**src/rtl/sliced_alu_pkg.sv**
```systemverilog
// Shared encodings for the bit-sliced sequential ALU: operation codes and FSM states.
package sliced_alu_pkg;

  typedef enum logic [2:0] {
    OP_ADD   = 3'd0,
    OP_SUB   = 3'd1,
    OP_AND   = 3'd2,
    OP_OR    = 3'd3,
    OP_XOR   = 3'd4,
    OP_XNOR  = 3'd5,
    OP_PASSA = 3'd6,
    OP_NOTA  = 3'd7
  } op_e;

  typedef enum logic {
    ST_IDLE = 1'b0,
    ST_RUN  = 1'b1
  } state_e;

  function automatic logic is_arith(op_e op);
    return (op == OP_ADD) || (op == OP_SUB);
  endfunction

endpackage

```
**src/rtl/alu_slice.sv**
```systemverilog
// Combinational S-bit ALU slice. It ripples the carry through the slice and also
// exposes the carry into the slice MSB so that the top level can derive overflow.
module alu_slice
  import sliced_alu_pkg::*;
#(
  parameter int S = 4
) (
  input  logic [S-1:0] a_s,
  input  logic [S-1:0] b_s,
  input  logic         cin,
  input  logic [2:0]   op,
  output logic [S-1:0] f_s,
  output logic         cout_s,
  output logic         c_msb_in
);

  op_e          op_q;
  logic [S-1:0] b_eff;
  logic [S-1:0] sum;
  logic         c;
  logic         c_at_msb;

  assign op_q = op_e'(op);

  always_comb begin
    // NOTE: every variable written here gets a value before any branch, so no latch is inferred.
    b_eff    = (op_q == OP_SUB) ? ~b_s : b_s;
    sum      = '0;
    c        = cin;
    c_at_msb = 1'b0;
    for (int i = 0; i < S; i++) begin
      if (i == S - 1) c_at_msb = c;
      sum[i] = a_s[i] ^ b_eff[i] ^ c;
      c      = (a_s[i] & b_eff[i]) | (c & (a_s[i] ^ b_eff[i]));
    end
  end

  always_comb begin
    f_s      = '0;
    cout_s   = 1'b0;
    c_msb_in = 1'b0;
    case (op_q)
      OP_ADD, OP_SUB: begin
        f_s      = sum;
        cout_s   = c;
        c_msb_in = c_at_msb;
      end
      OP_AND:   f_s = a_s & b_s;
      OP_OR:    f_s = a_s | b_s;
      OP_XOR:   f_s = a_s ^ b_s;
      OP_XNOR:  f_s = a_s ^ b_s ^ {S{1'b1}};
      OP_PASSA: f_s = a_s;
      OP_NOTA:  f_s = ~a_s;
      default:  f_s = '0;
    endcase
  end

endmodule

```
**src/rtl/sliced_alu_seq.sv**
```systemverilog
// Multi-cycle W-bit ALU that processes one S-bit slice per clock, LSB slice first,
// carrying a single registered bit between slices.
module sliced_alu_seq
  import sliced_alu_pkg::*;
#(
  parameter int W = 16,
  parameter int S = 4
) (
  input  logic         clk,
  input  logic         rst_n,
  input  logic         start,
  input  logic [2:0]   op,
  input  logic [W-1:0] a,
  input  logic [W-1:0] b,
  output logic         busy,
  output logic         done,
  output logic [W-1:0] f,
  output logic         cout,
  output logic         ovf,
  output logic         zero
);

  localparam int NSLICE = W / S;
  localparam int KW     = (NSLICE > 1) ? $clog2(NSLICE) : 1;

  state_e         state, state_next;
  logic [KW-1:0]  k;
  logic           carry;
  logic [W-1:0]   a_q, b_q;
  op_e            op_q;
  logic           accept, last;
  logic [S-1:0]   f_s;
  logic           cout_s, c_msb_in;
  logic [W-1:0]   f_next;

  assign busy   = (state == ST_RUN);
  assign accept = ~busy & start;
  assign last   = (k == KW'(NSLICE - 1));

  alu_slice #(.S(S)) u_slice (
    .a_s      (a_q[int'(k)*S +: S]),
    .b_s      (b_q[int'(k)*S +: S]),
    .cin      (carry),
    .op       (op_q),
    .f_s      (f_s),
    .cout_s   (cout_s),
    .c_msb_in (c_msb_in)
  );

  always_ff @(posedge clk or negedge rst_n) begin
    // NOTE: sequential state uses non-blocking assignments so every register samples pre-edge values.
    if (!rst_n) state <= ST_IDLE;
    else        state <= state_next;
  end

  always_comb begin
    state_next = state;
    case (state)
      ST_IDLE: if (start) state_next = ST_RUN;
      ST_RUN:  if (last)  state_next = ST_IDLE;
      default: state_next = ST_IDLE;
    endcase
  end

  // The full result including the slice being written, so zero sees the final word.
  always_comb begin
    f_next = f;
    f_next[int'(k)*S +: S] = f_s;
  end

  always_ff @(posedge clk or negedge rst_n) begin
    if (!rst_n) begin
      k     <= '0;
      carry <= 1'b0;
      a_q   <= '0;
      b_q   <= '0;
      op_q  <= OP_ADD;
      f     <= '0;
      done  <= 1'b0;
      cout  <= 1'b0;
      ovf   <= 1'b0;
      zero  <= 1'b0;
    end else begin
      done <= 1'b0;
      if (accept) begin
        a_q   <= a;
        b_q   <= b;
        op_q  <= op_e'(op);
        k     <= '0;
        carry <= (op_e'(op) == OP_SUB);
        f     <= '0;
      end else if (busy) begin
        f     <= f_next;
        carry <= is_arith(op_q) ? cout_s : 1'b0;
        k     <= last ? '0 : k + 1'b1;
        if (last) begin
          done <= 1'b1;
          cout <= cout_s;
          ovf  <= c_msb_in ^ cout_s;
          zero <= (f_next == '0);
        end
      end
    end
  end

endmodule

```
**config.mk**
```make
export PLATFORM = sky130hd
export DESIGN_NAME = sliced_alu_seq
export DESIGN_NICKNAME = d
export VERILOG_FILES = /design/src/rtl/sliced_alu_pkg.sv /design/src/rtl/alu_slice.sv /design/src/rtl/sliced_alu_seq.sv
export SDC_FILE = /design/constraint.sdc
export NUM_CORES = 1
export LEC_CHECK = 0
export CAP_MARGIN = 20
export CORE_ASPECT_RATIO = 1.1
export CORE_MARGIN = 5
export CORE_UTILIZATION = 50
export DETAILED_ROUTE_END_ITERATION = 8
export PLACE_DENSITY = 0.75
export SYNTH_ARGS = -nofsm -noshare
export SYNTH_HDL_FRONTEND = slang
export SYNTH_SLANG_ARGS = --single-unit
export TNS_END_PERCENT = 10
```
**constraint.sdc**
```tcl
create_clock -name clk -period 8.7 [get_ports clk]
set_input_delay 1.74 -clock clk [delete_from_list [all_inputs] [get_ports clk]]
set_output_delay 1.74 -clock clk [all_outputs]
set_load 0.01 [all_outputs]
```
# After elaboration in Yosys (flattened, before gate mapping)
# Index checks and enable logic that the tools add are counted.
# word_totals
ff_bits	59
inputBits	38
word_cells	81
# op_classes
n_addsub	2
eq_ne	9
shift	4
n_mux	19
bitwise_logic	30
n_reduce_logical	6
# op_table
op	count
$neg A4 Y33	1
$shift A4 B33 Y16 const A	1
$shiftx A4 B33 Y16	1
$mux W16	2
$shiftx A16 B5 Y4	2
$pmux W4 S7	1
$bwmux W16	1
$logic_not A16 Y1	1
$eq A3 B3 Y1 const B	4
$not A4 Y4	3
$mux W1	10
$and A1 B1 Y1	9
$xor A1 B1 Y1	9
$eq A3 B1 Y1 const B	2
$eq A3 B2 Y1 const B	2
$mux W2	3
$and A4 B4 Y4	1
$mux W4	1
$or A1 B1 Y1	4
$or A4 B4 Y4	1
$xor A4 B4 Y4	1
$logic_not A3 Y1	1
$reduce_and A3 Y1	1
$add A2 B1 Y2 const B	1
6 further kinds	7

# Longest topological paths before layout
# Gate-level depths: netlist of the first run.
# logic_depth
depth_word	16
depth_mapped	16
mapped_depth_nobuf	14

# Hierarchy
# From an unflattened synthesis of the first run, not the netlist that was laid out.
# hier_totals
cells_unflattened	308
area_unflattened_um2	3422.0
# modules_own_cells
mod	instances	cells_each	area_each_um2	seq_area_each_um2
sliced_alu_seq	1	229	2791.4	1476.4
alu_slice	1	79	630.6	0.0

# Worst setup path before layout of the first run
# No wires, ideal clock.
# synth_path
path_kind	register -> register
start	reg k[0]
end	reg zero
arrival_ns	3.560
slack_ns	5.075
path_stages_with_launch	13
path_buffers	2
period_less_slack_ns	3.625
cell_sequence	dfrtp_1 buf_6 clkbuf_1 mux4_2 xnor2_1 fa_1 inv_1 fa_1 fa_1 o311ai_1 nand2_1 o41ai_2 a22o_1
# synth_between
elab_chain_cells	15
# synth_lines
element	line	source
start, declared	sliced_alu_seq.sv:27	logic [KW-1:0] k;
start signal, assigned	sliced_alu_seq.sv:95	k <= last ? '0 : k + 1'b1;
$shiftx A16 B5 Y4	sliced_alu_seq.sv:42	.b_s (b_q[int'(k)*S +: S]),
$not A4 Y4	alu_slice.sv:27	b_eff = (op_q == OP_SUB) ? ~b_s : b_s;
$mux W4	alu_slice.sv:27	
$xor A1 B1 Y1	alu_slice.sv:33, alu_slice.sv:34	
$and A1 B1 Y1	alu_slice.sv:34	c = (a_s[i] & b_eff[i]) | (c & (a_s[i] ^ b_eff[i]));
$or A1 B1 Y1	alu_slice.sv:34	
$and A1 B1 Y1	alu_slice.sv:34	
$or A1 B1 Y1	alu_slice.sv:34	
$and A1 B1 Y1	alu_slice.sv:34	
$or A1 B1 Y1	alu_slice.sv:34	
$xor A1 B1 Y1	alu_slice.sv:33	sum[i] = a_s[i] ^ b_eff[i] ^ c;
$pmux W4 S7	alu_slice.sv:42	case (op_q)
$shiftx A4 B33 Y16	sliced_alu_seq.sv:68	f_next[int'(k)*S +: S] = f_s;
$bwmux W16	sliced_alu_seq.sv:68	
$logic_not A16 Y1	sliced_alu_seq.sv:100	zero <= (f_next == '0);
end signal, assigned	sliced_alu_seq.sv:100	
end, declared	sliced_alu_seq.sv:20	output logic zero
# Parallel ways exist; a longest one is shown, timed or not.
# A chain may end at the register's enable or synchronous reset.

# Worst setup path in the final report of the first run
# Ends and elaborated chain as after synthesis.

==> results of run 1 <==
==> cell usage after synthesis <==
| library cell | count |
|---|---|
| nand2b_1 | 7 |
| dfrtp_1 | 59 |
| o21bai_1 | 3 |
| nand2_2 | 1 |
| o311ai_2 | 1 |
| clkbuf_1 | 8 |
| and2_1 | 1 |
| mux2_2 | 35 |
| xor2_1 | 6 |
| nor3_1 | 1 |
| fa_1 | 4 |
| a21oi_1 | 9 |
| a22o_1 | 20 |
| nand2_1 | 20 |
| nor2b_1 | 3 |
| a311oi_1 | 1 |
| a31oi_1 | 4 |
| o41ai_2 | 1 |
| nor2_1 | 8 |
| o22ai_1 | 3 |
| o31ai_1 | 1 |
| o21ai_0 | 5 |
| nand3_1 | 2 |
| buf_1 | 1 |
| nor4b_1 | 1 |
| a2bb2oi_1 | 4 |
| o311ai_1 | 1 |
| buf_6 | 1 |
| nand3_2 | 1 |
| xnor2_1 | 4 |
| ha_1 | 14 |
| nor4_1 | 5 |
| mux2_1 | 1 |
| or3_1 | 1 |
| inv_1 | 14 |
| mux4_2 | 7 |
| mux2i_1 | 1 |
| buf_2 | 5 |
==> routing by layer <==
layer  vias up  part of all wire (%)  wire length [um]  track usage [%]
met3        12                   5.6               370             4.41
li1       1065                     -                 -                -
met5         -                     0                 0                0
met4         0                   2.3               151             8.84
met2        67                    48              3160             27.2
met1      1101                    44              2930             24.4
==> cell type report <==
cell class,instances,area [sq um]
clock buffer,12,155
clock inverter,4,48.8
fill,502,2160
inverter,14,52.6
multi-input combinational,176,1580
sequential,59,1480
tap,80,100
timing repair buffer,59,583
==> tightest hold or removal path: stages (launching register included) <==
cell and delay, ns:
dfrtp_1 0.35, nand2_1 0.05, o21ai_0 0.06
==> cell families (layout without fill, tap and decap cells) <==
logic type	count (synthesis)	count (layout)	synth area share, %
compound gates	53	53	12.7
xor+xnor	10	10	2.76
mux	44	44	18.1
simple gates	51	51	7.93
fa+ha+maj	18	18	8.05
buf+inv	29	89	3.87
flops	59	59	46.6
==> where the power goes <==
group | switching [uW] | leakage [uW] | internal [uW]
Sequential | 145 | 0.000733 | 399
Combinational | 476 | 0.000876 | 500
Clock | 108 | 0.000106 | 147
==> final timing paths <==
path	from	to	slack [ns]	depth (start not counted)
max	k[0]	zero	4.43	13
min	ovf	ovf	0.50	2
max reg2reg	k[0]	zero	4.43	13
min reg2reg	ovf	ovf	0.50	2
max in group asynchronous	rst_n	a_q[4]	6.68	2
min in group asynchronous	rst_n	cout	1.54	2
==> per-stage QoR <==
stage | util [%] | power, uW | cell area, sq um | worst slack, ns | hold slack [ns]
floorplan | - | 1260 | 3170 | 5.07 | 0.473
global placement | 61.6 | 1490 | 3790 | 4.52 | 0.467
detailed placement | 61.6 | 1520 | 3790 | 4.44 | 0.489
CTS | 64.9 | 1790 | 4000 | 4.41 | 0.504
global route | 64.9 | 1940 | 4000 | 4.04 | 0.520
finish | 64.9 | 1780 | 4000 | 4.43 | 0.499
==> state kept, by name (all words and copies together), names as in the netlist <==
signal	flops
done	1
f	16
busy	1
cout	1
b_q	16
ovf	1
op_q	3
k	2
zero	1
carry	1
a_q	16
==> flow_summary_export.csv, run 1 <==
group,metric,value,unit
worst_setup_path,endpoint_kind,"register",
synth,ys_seq_area_share,46.6,%
worst_setup_path,worstPathArrival,4.55,ns
floorplan,die_h,93.5,um
floorplan,rows,30,
clock_network,cts-root-buf,"clkbuf_8",
timing,post-route-period-util,49.1,%
timing,max_freq,234,MHz
run_status,status,"finished, final reports clean",
timing,max_slew_margin,30.0,%
clock_network,cts_hold_buf,0,
global_routing,grt_max_degree,60,
place,dp.cells,388,
drt,wl_per_cell,16.4,um
drt,drcViolationCount,0,
drt,drtIter0Drc,129,
worst_setup_path,worstPathRequired,8.98,ns
clock_network,htreeDepth,3,
synth,yosysWarningCount,0,
layout,final_common_cell,"dfrtp_1",
global_routing,track_usage,18.1,%
floorplan,coreArea,6160,sq um
timing,finalHoldViolations,0,
global_routing,grt_overflow,0,
timing,setup_viol,0,
clock_network,cts_tree,"done",
clock_network,clk_pin_slew,0.07,ns
clock_network,cts_resized,0,
layout,areaGrowthSynthToFinish,26.0,%
floorplan,initial_core_util,51.5,%
pwr,cellLeakagePower,0.00172,uW
floorplan,dieArea,8040,sq um
layout,layout.cells.non_filler,404,
synth,syn_area,3170,sq um
layout,layout.nets,375,
floorplan,die_x,85.9,um
drt,wirelength,6610,um
worst_setup_path,crit_top_cell,"fa_1",
synth,yosysUniqueCellTypes,38,
global_routing,grt_pass1_wl,11300,um
clock_network,post-cts-setup-buffers,0,
worst_setup_path,cpPeakStageDelay,0.90,ns
synth,netlist_instances,264,
worst_hold_path,hp-class,"register to register",
clock_network,insertion_delay,0.34,ns
synth,synth_area_leaders,"dfrtp_1 (47%), mux2_2 (12%), a22o_1 (5.5%)",
timing,worst_pin_slew,1.05,ns
synth,synth_top_area_cell,"dfrtp_1",
floorplan,num_io_pins,59,
worst_setup_path,cp_max_fo,21,
worst_setup_path,slowest_stage,"dfrtp_1",
drt,num_vias,2245,
clock_network,numCtsBuffers,9,
worst_setup_path,path_delay_family,"adder cells",
layout,layout-drive-gt1-share,19.8,%
synth,synth_top_area_share,46.6,%
place,portBuffers,58,
drt,vias_per_cell,5.56,
worst_setup_path,path_cells,"mux4_2, inv_1, xnor2_1, fa_1, inv_1, fa_1, inv_1, fa_1, fa_1, o311ai_1, nand2_1, o41ai_2, a22o_1",
worst_setup_path,path_class,"register to register",
global_routing,first_global_vias,2204,
place,routabilityCongestion,0.826,
clock_network,cts_num_sinks,59,
drt,antenna_left,0,
global_routing,grt_antenna_before_repair,0,
timing,skew,0.00675,ns
timing,rsz0062_at_grt,"no",
synth,syn-num-nets,320,
synth,synth_area_per_cell,12.0,sq um
place,hpwl,4710,um
pwr,pwr_density_cell,445,nW/um^2
timing,drv_slew,0,
layout,diodes,0,
synth,synth.ff_latch_count,59,
run,maxCapViolations,0,
drt,first_pass_iters,4,
clock_network,cts_max_path_buffers,2,
worst_setup_path,critical_path_buf_inv_count,3,
timing,fin_crit,4.27,ns
pwr,ir_worst_vdd,0.210,mV
layout,mostFrequentLayoutCells,"dfrtp_1 (59), clkdlybuf4s50_1 (57), mux2_2 (35)",
timing,setup_tns,0,ns
worst_setup_path,worstSetupStartpointType,"register",
Note: power is estimated with default switching activity, not from simulation.
==> run 2, diff against run 1 <==
==> constraint.sdc (replaced) <==
create_clock -name clk -period 4.3 [get_ports clk]
set_input_delay 0.86 -clock clk [delete_from_list [all_inputs] [get_ports clk]]
set_output_delay 0.86 -clock clk [all_outputs]
set_load 0.01 [all_outputs]
==> run 2 against run 1 <==
Die area did not move. Via count rose by 0.58%. Count of clock-buffer cells in the layout fell by 3. Clock skew fell by 0.0028 ns. Hold slack barely moved. Worst setup slack got worse by 4.0 ns. Critical endpoint unchanged. Critical path depth did not move. Design area rose by 1.4%. Global-route usage rose by 1.5 points. Largest power group unchanged. Sequential power rose by 85%.
==> flow_summary_export.csv, run 2 (synthesis gave the netlist of run 1 again) <==
group,metric,value,unit
run_status,status,"finished, final reports clean",
worst_setup_path,endpoint_kind,"register",
timing,fin_crit,3.89,ns
worst_setup_path,path_cells,"mux4_2, inv_1, xnor2_1, fa_1, inv_1, fa_1, inv_1, fa_1, fa_1, o311ai_1, nand2_1, o41ai_2, a22o_1",
clock_network,cts_num_sinks,59,
drt,wl_per_cell,17.4,um
timing,finalHoldViolations,0,
clock_network,cts_hold_buf,0,
worst_setup_path,worstPathArrival,4.17,ns
worst_setup_path,crit_top_cell,"fa_1",
global_routing,grt_antenna_before_repair,0,
floorplan,die_x,85.9,um
timing,max_slew_margin,48.7,%
worst_setup_path,cp_max_fo,9,
pwr,pwr_density_cell,918,nW/um^2
worst_setup_path,path_class,"register to register",
place,portBuffers,58,
pwr,ir_worst_vdd,0.439,mV
worst_setup_path,reg2reg_from,"k[0]",
clock_network,cts_max_path_buffers,2,
clock_network,htreeDepth,3,
worst_setup_path,crit_end,"zero",
pwr,cellLeakagePower,0.00175,uW
worst_setup_path,slowest_stage,"dfrtp_1",
drt,first_pass_iters,4,
layout,n_fill_cell,496,
timing,rsz0062_at_grt,"no",
layout,mostFrequentLayoutCells,"dfrtp_1 (59), clkdlybuf4s50_1 (57), mux2_2 (35)",
global_routing,first_global_vias,2362,
worst_hold_path,hp-class,"register to register",
layout,top_regs,"a_q (16), b_q (16), f (16)",
floorplan,coreArea,6160,sq um
worst_setup_path,cpPeakStageDelay,0.58,ns
timing,max_freq,257,MHz
layout,final_common_cell,"dfrtp_1",
drt,antenna_left,0,
worst_setup_path,reg2reg_to,"zero",
drt,drcViolationCount,0,
place,dp.cells,394,
drt,wirelength,7150,um
timing,post-route-period-util,90.3,%
timing,drv_slew,0,
worst_setup_path,path_delay_family,"adder cells",
clock_network,cts_tree,"done",
timing,setup_viol,0,
layout,layout-drive-gt1-share,21.5,%
drt,vias_per_cell,5.51,
drt,drtIter0Drc,103,
clock_network,cts-root-buf,"clkbuf_8",
clock_network,cts_resized,0,
global_routing,track_usage,19.6,%
layout,diodes,0,
worst_setup_path,crit_cells,13,
worst_setup_path,r2r_cells,13,
clock_network,post-cts-setup-buffers,0,
floorplan,num_io_pins,59,
run,maxCapViolations,0,
worst_setup_path,worstPathRequired,4.59,ns
drt,num_vias,2258,
layout,areaGrowthSynthToFinish,27.8,%
clock_network,insertion_delay,0.34,ns
worst_setup_path,worstSetupStartpointType,"register",
timing,worst_pin_slew,0.759,ns
clock_network,numCtsBuffers,9,
place,hpwl,5220,um
worst_setup_path,r2r_setup_slack,0.41,ns
clock_network,clk_pin_slew,0.07,ns
global_routing,grt_max_degree,32,
global_routing,grt_pass1_wl,11900,um
floorplan,initial_core_util,51.5,%
place,routabilityCongestion,0.866,
layout,layout.nets,381,
layout,layout.cells.non_filler,410,
worst_setup_path,critical_path_buf_inv_count,3,
floorplan,die_h,93.5,um
global_routing,grt_overflow,0,
timing,setup_tns,0,ns
timing,skew,0.00390,ns
worst_setup_path,worstSetupStartpoint,"k[0]",
floorplan,dieArea,8040,sq um
floorplan,rows,30,
-- run 2: how the worst min path moves through the flow --
stage,start,endpoint,slack [ns],depth (start not counted)
after floorplan,a_q[1],a_q[1],0.47,1
after global placement,cout,cout,0.47,2
after detailed placement,zero,zero,0.49,1
after CTS,zero,zero,0.51,1
after global routing,b_q[9],b_q[9],0.53,1
final,ovf,ovf,0.50,2
-- run 2: cell type report --
type / count / area, sq um / share of cell area (%)
Clock buffer: 9 / 124 / 3.06
Inverter: 14 / 52.6 / 1.30
Sequential cell: 59 / 1480 / 36.4
Multi-Input combinational cell: 176 / 1580 / 39.0
Clock inverter: 7 / 91.3 / 2.25
Tap cell: 80 / 100 / 2.47
Timing Repair Buffer: 65 / 628 / 15.5
-- run 2: worst reg2reg max path, stage by stage, from the launching register on --
cell and delay, ns:
dfrtp_1 0.58, mux4_2 0.58, inv_1 0.11, xnor2_1 0.08, fa_1 0.36, inv_1 0.09, fa_1 0.18, inv_1 0.06
fa_1 0.47, fa_1 0.44, o311ai_1 0.23, nand2_1 0.19, o41ai_2 0.30, a22o_1 0.16
-- run 2: routing by layer --
layer  vias to the layer above  share of wire (%)  wire [um]  track usage, %
met5                         -                  0          0               0
met4                         0                2.0        142            8.31
met3                        10                5.6        399            5.29
met2                        67                 49       3520            31.2
met1                      1110                 43       3090            25.1
li1                       1071                  -          -               -
-- run 2: metrics by stage --
step	instance area (sq um)	power, uW	hold WS (ns)	setup slack, ns	utilization, %
floorplan	3170	2550	0.473	0.675	-
global placement	3840	3090	0.467	0.525	62.3
detailed placement	3840	3160	0.495	0.400	62.3
CTS	4050	3730	0.510	0.381	65.8
global route	4050	4020	0.525	0.0735	65.8
finish	4050	3720	0.499	0.415	65.8
-- run 2: report_power, final --
group	leakage, uW	internal [uW]	total [uW]	switching [uW]
registers	0.000733	810	1010	203
logic	0.000906	1040	2150	1100
clock network	0.000109	325	559	234
